## src/rtl/pipe_rx.sv

```systemverilog
// Result collector for a credit-managed arithmetic pipeline: in-flight credit accounting plus result FIFO.
// Latency: in_valid to out_valid is 1 clk, with no bypass. Backpressure: out_ready stalls the head, and issue_ok withholds credit once occupancy+inflight reaches DEPTH.
// Overflow: a result that arrives while the FIFO is full and not popping is dropped and flagged.
module pipe_rx #(
    parameter int N     = 10,
    parameter int DEPTH = 4
) (
    input  logic                     clk,
    input  logic                     rst_n,
    input  logic                     issue,
    output logic                     issue_ok,
    input  logic                     in_valid,
    input  logic [N-1:0]             in_data,
    output logic                     out_valid,
    output logic [N-1:0]             out_data,
    input  logic                     out_ready,
    output logic [$clog2(DEPTH):0]   count,
    output logic [15:0]              rx_total,
    output logic                     err_ovf,
    output logic                     err_unexp,
    output logic                     err_issue
);

    localparam int AW = $clog2(DEPTH);
    localparam int CW = AW + 1;
    localparam logic [CW-1:0] FULL_C = CW'(DEPTH);
    localparam logic [CW:0]   LIM    = (CW+1)'(DEPTH);

    logic [CW-1:0] occ;
    logic [CW-1:0] infl;
    logic [AW-1:0] wr_ptr;
    logic [AW-1:0] rd_ptr;
    logic [N-1:0]  mem [DEPTH];

    logic [CW:0] credit_used;
    logic        issue_acc;
    logic        ret;
    logic        push;
    logic        pop;
    logic        full;

    // Credit is derived from registered state only, so issue_ok never depends on this cycle's inputs.
    assign credit_used = {1'b0, occ} + {1'b0, infl};
    assign issue_ok    = (credit_used < LIM);
    assign issue_acc   = issue & issue_ok;
    assign ret         = in_valid & (infl != '0);

    assign full      = (occ == FULL_C);
    assign out_valid = (occ != '0);
    assign pop       = out_valid & out_ready;
    assign push      = in_valid & (~full | pop);

    assign out_data  = mem[rd_ptr];
    assign count     = occ;

    always_ff @(posedge clk or negedge rst_n) begin
        if (!rst_n) begin
            occ       <= '0;
            infl      <= '0;
            wr_ptr    <= '0;
            rd_ptr    <= '0;
            rx_total  <= '0;
            err_ovf   <= 1'b0;
            err_unexp <= 1'b0;
            err_issue <= 1'b0;
        end else begin
            if (push) begin
                wr_ptr   <= wr_ptr + AW'(1);
                rx_total <= rx_total + 16'd1;
            end
            if (pop) begin
                rd_ptr <= rd_ptr + AW'(1);
            end

            case ({push, pop})
                2'b10:   occ <= occ + CW'(1);
                2'b01:   occ <= occ - CW'(1);
                default: occ <= occ;
            endcase

            case ({issue_acc, ret})
                2'b10:   infl <= infl + CW'(1);
                2'b01:   infl <= infl - CW'(1);
                default: infl <= infl;
            endcase

            if (in_valid && full && !pop) begin
                err_ovf <= 1'b1;
            end
            if (in_valid && (infl == '0)) begin
                err_unexp <= 1'b1;
            end
            if (issue && !issue_ok) begin
                err_issue <= 1'b1;
            end
        end
    end

    // Storage is intentionally unreset; out_data is only meaningful while out_valid is high.
    always_ff @(posedge clk) begin
        if (push) begin
            mem[wr_ptr] <= in_data;
        end
    end

endmodule

```

## config.mk

```make
export PLATFORM = sky130hd
export DESIGN_NAME = pipe_rx
export DESIGN_NICKNAME = d
export VERILOG_FILES = /design/src/rtl/pipe_rx.sv
export SDC_FILE = /design/constraint.sdc
export NUM_CORES = 1
export LEC_CHECK = 0
export CAP_MARGIN = 15
export CORE_UTILIZATION = 33
export CTS_CLUSTER_SIZE = 16
export DETAILED_ROUTE_END_ITERATION = 16
export PLACE_DENSITY = 0.64
export SYNTH_ARGS = -nofsm -noshare
export SYNTH_HDL_FRONTEND = slang
export SYNTH_SLANG_ARGS = --single-unit
export TNS_END_PERCENT = 5
```

## constraint.sdc

```tcl
create_clock -name clk -period 7.1 [get_ports clk]
set_input_delay 0.71 -clock clk [delete_from_list [all_inputs] [get_ports clk]]
set_output_delay 0.71 -clock clk [all_outputs]
set_load 0.05 [all_outputs]
```

==> flow_metrics.py <==
metrics = {
    "placement": {
        "gp_congestion": 0.7143,
        "post_dp_cell_area_um2": 3493,
        "port_buffers": 48,
        "dp_hpwl_um": 3270,
    },
    "yosys": {
        "yosysTopAreaCellShare_pct": 41.59,
        "synth-edff-count": 40,
        "synth_ff_type": "edfxtp_1",
        "synth.most_common_cell": "edfxtp_1",
        "synth_seq_cells": 69,
        "synth_seq_area_share_pct": 66.72,
        "synthCells": 180,
        "avgSynthCellArea_um2": 16.04,
        "syn-cell-area_um2": 2888,
        "synth-warning-count": 0,
        "synth.distinct_cells": 28,
        "syn_nets": 206,
        "async_flop_share_pct": 42.03,
        "yosysTopAreaCell": "edfxtp_1",
        "yosys-top-cells-count": "edfxtp_1, dfrtp_1, nand2_1",
        "netlist_top_cells_area": "edfxtp_1, dfrtp_1, mux4_2",
    },
    "cells_and_area": {
        "fin_nets": 263,
        "area_growth_pct": 27.82,
        "utilization_pct": 44.25,
        "fill_cells": 765,
        "design_area_um2": 3691,
        "num_antenna_cells": 0,
        "drive_gt1_share_pct": 12.81,
    },
    "clock_network": {
        "numClockSinks": 69,
        "h-tree-depth": 3,
        "cts.path.max_buffers": 2,
        "clk_pin_slew_ns": 0.08,
        "cts.repair.resized": 0,
        "cts_hold_buf": 0,
        "cts.root.buffer_cell": "clkbuf_8",
        "cts_tree": "yes",
        "numCtsBuffers": 9,
        "clkLatencyLatePin_ns": 0.33,
        "cts.repair_timing.setup_buffer_count": 0,
    },
    "power_and_ir_drop": {
        "irDropWorstVdd_uv": 314.2,
        "leakagePower_nw": 1.413,
        "power_mw": 1.648,
        "clkPwrFrac_pct": 19.0,
        "swShare_pct": 41.29,
        "intPower_mw": 0.9675,
        "power_switching_mw": 0.6805,
        "p_per_area_nw_per_um2": 446.5,
        "p_seq_share_pct": 37.7,
        "power_frac_comb_pct": 43.3,
    },
    "drt": {
        "drt-total-wl_um": 4827,
        "wl_per_cell_um": 13.91,
        "num_vias": 1578,
        "firstDrtPassIters": 4,
        "via_per_inst": 4.548,
        "drc": 0,
        "drt_iter0_drc": 75,
        "postRouteAntennaNets": 0,
    },
    "worst_setup_path": {
        "start_kind": "register",
        "crit_chain": "ha_1 -> and3_1 -> nor4_1 -> clkdlybuf4s50_1",
        "crit_family": "buffers and inverters",
        "cp.arrival_ns": 2.58,
        "path_max_fanout": 5,
        "cp_num_buf_inv": 1,
        "crit_path_top_delay_cell": "clkdlybuf4s50_1",
        "crit_path_end_kind": "output pin",
        "critPathRequiredTime_ns": 6.39,
        "timing_worst_setup_path_type": "register to output pin",
        "max_stage_delay_ns": 0.91,
    },
    "global_route": {
        "antenna_found_initial": 0,
        "grt_pass1_wl_um": 8059,
        "grt_usage_pct": 12.19,
        "grt_pass1_vias": 1624,
        "grt_start_max_net_pins": 30,
        "grt_overflow": 0,
    },
    "sta": {
        "timing_hold_violations_final": 0,
        "layout_min_cycle_time_ns": 3.293,
        "fin_crit_sh_pct": 46.37,
        "fin_hold_ws_ns": 0.4648,
        "tightest_slew_ns": 0.7107,
        "clock_skew_ns": 0.008263,
        "maxSlewViolCount": 0,
        "fmax_ghz": 0.3037,
        "slew_headroom_pct": 52.62,
        "finalSetupTns_ns": 0,
        "rsz0062_at_grt": "false",
        "setup_viol": 0,
    },
    "floorplan": {
        "die_h_um": 95.55,
        "dieArea_um2": 9129,
        "start_util_pct": 34.62,
        "core_um2": 8341,
        "io_pins": 49,
        "fp-row-count": 33,
        "die_x_um": 95.55,
    },
    "job": {
        "max_cap_viol_count": 0,
    },
    "status": {
        "outcome": "complete, no violations",
    },
    "hold_path": {
        "hold_path.class": "register to register",
    },
}
final cells by class:
cell class              count  area (µm²)  area share, %
flip-flops and latches     69        1927          52.20
multi-input cells          98       909.6          24.64
clock inverters             7       73.82          2.000
inverters                  10       37.54          1.017
repair buffers             49       488.0          13.22
clock buffers               9       123.9          3.356
well taps                 105       131.4          3.559
power by group through the flow:
stage	Combinational (mW)	Clock [mW]	Sequential, mW
after floorplan	0.436	0	0.692
after global placement	0.715	0	0.631
after detailed placement	0.720	0	0.633
after CTS	0.723	0.325	0.626
after global routing	0.763	0.340	0.642
final	0.713	0.313	0.622
routing by layer:
metal	track usage [%]	share of wire [%]	up-vias
li1	-	-	759
met1	15.46	46	756
met2	18.69	45	57
met3	5.024	7.2	6
met4	4.478	1.3	0
met5	0	0	-
cells in the final DEF (no fill, tap or decap), types with 9 or more instances in the layout:
master / n
xnor2_1: 14
clkbuf_8: 9
edfxtp_1: 40
ha_1: 9
dfrtp_1: 29
clkdlybuf4s50_1: 48
inv_1: 9
mux4_2: 10
xor2_1: 10
nand2_1: 17
metrics by stage:
stage               instances  worst slack [ns]
global route              347             3.691
global placement          331             4.034
floorplan                 180             3.262
CTS                       347             3.771
finish                    347             3.807
detailed placement        331             3.949
cell families (layout without fill, tap and decap cells):
| family | after synthesis | after routing | synth area share (%) |
|---|---|---|---|
| multiplexers | 11 | 11 | 8.146 |
| XOR/XNOR | 24 | 24 | 7.279 |
| adder cells (fa/ha/maj) | 11 | 11 | 5.286 |
| AND/OR/NAND/NOR | 47 | 47 | 9.662 |
| flip-flops | 69 | 69 | 66.72 |
| AO/OA/AOI/OAI | 5 | 5 | 1.126 |
| buffers and inverters | 13 | 75 | 1.776 |
registers in the layout (all words and copies together) (netlist names):
| name | cells |
|---|---|
| infl | 3 |
| err_unexp | 1 |
| mem | 40 |
| err_ovf | 1 |
| wr_ptr | 2 |
| rx_total | 16 |
| rd_ptr | 2 |
| err_issue | 1 |
| count | 3 |
worst paths after layout:
| check | cells after the start | slack, ns | endpoint | from |
|---|---|---|---|---|
| min in group asynchronous | 2 | 0.75 | infl[0]$_DFFE_PN0P_ | rst_n |
| setup / recovery | 4 | 3.81 | issue_ok | count[1]$_DFFE_PN0P_ |
| setup reg to reg | 9 | 4.63 | count[2]$_DFFE_PN0P_ | count[0]$_DFFE_PN0P_ |
| max in group asynchronous | 2 | 6.07 | rx_total[2]$_DFFE_PN0P_ | rst_n |
| hold reg to reg | 1 | 0.46 | err_ovf$_DFFE_PN0P_ | err_ovf$_DFFE_PN0P_ |
| hold / removal | 1 | 0.46 | err_ovf$_DFFE_PN0P_ | err_ovf$_DFFE_PN0P_ |
Note: power is estimated with default switching activity, not from simulation.
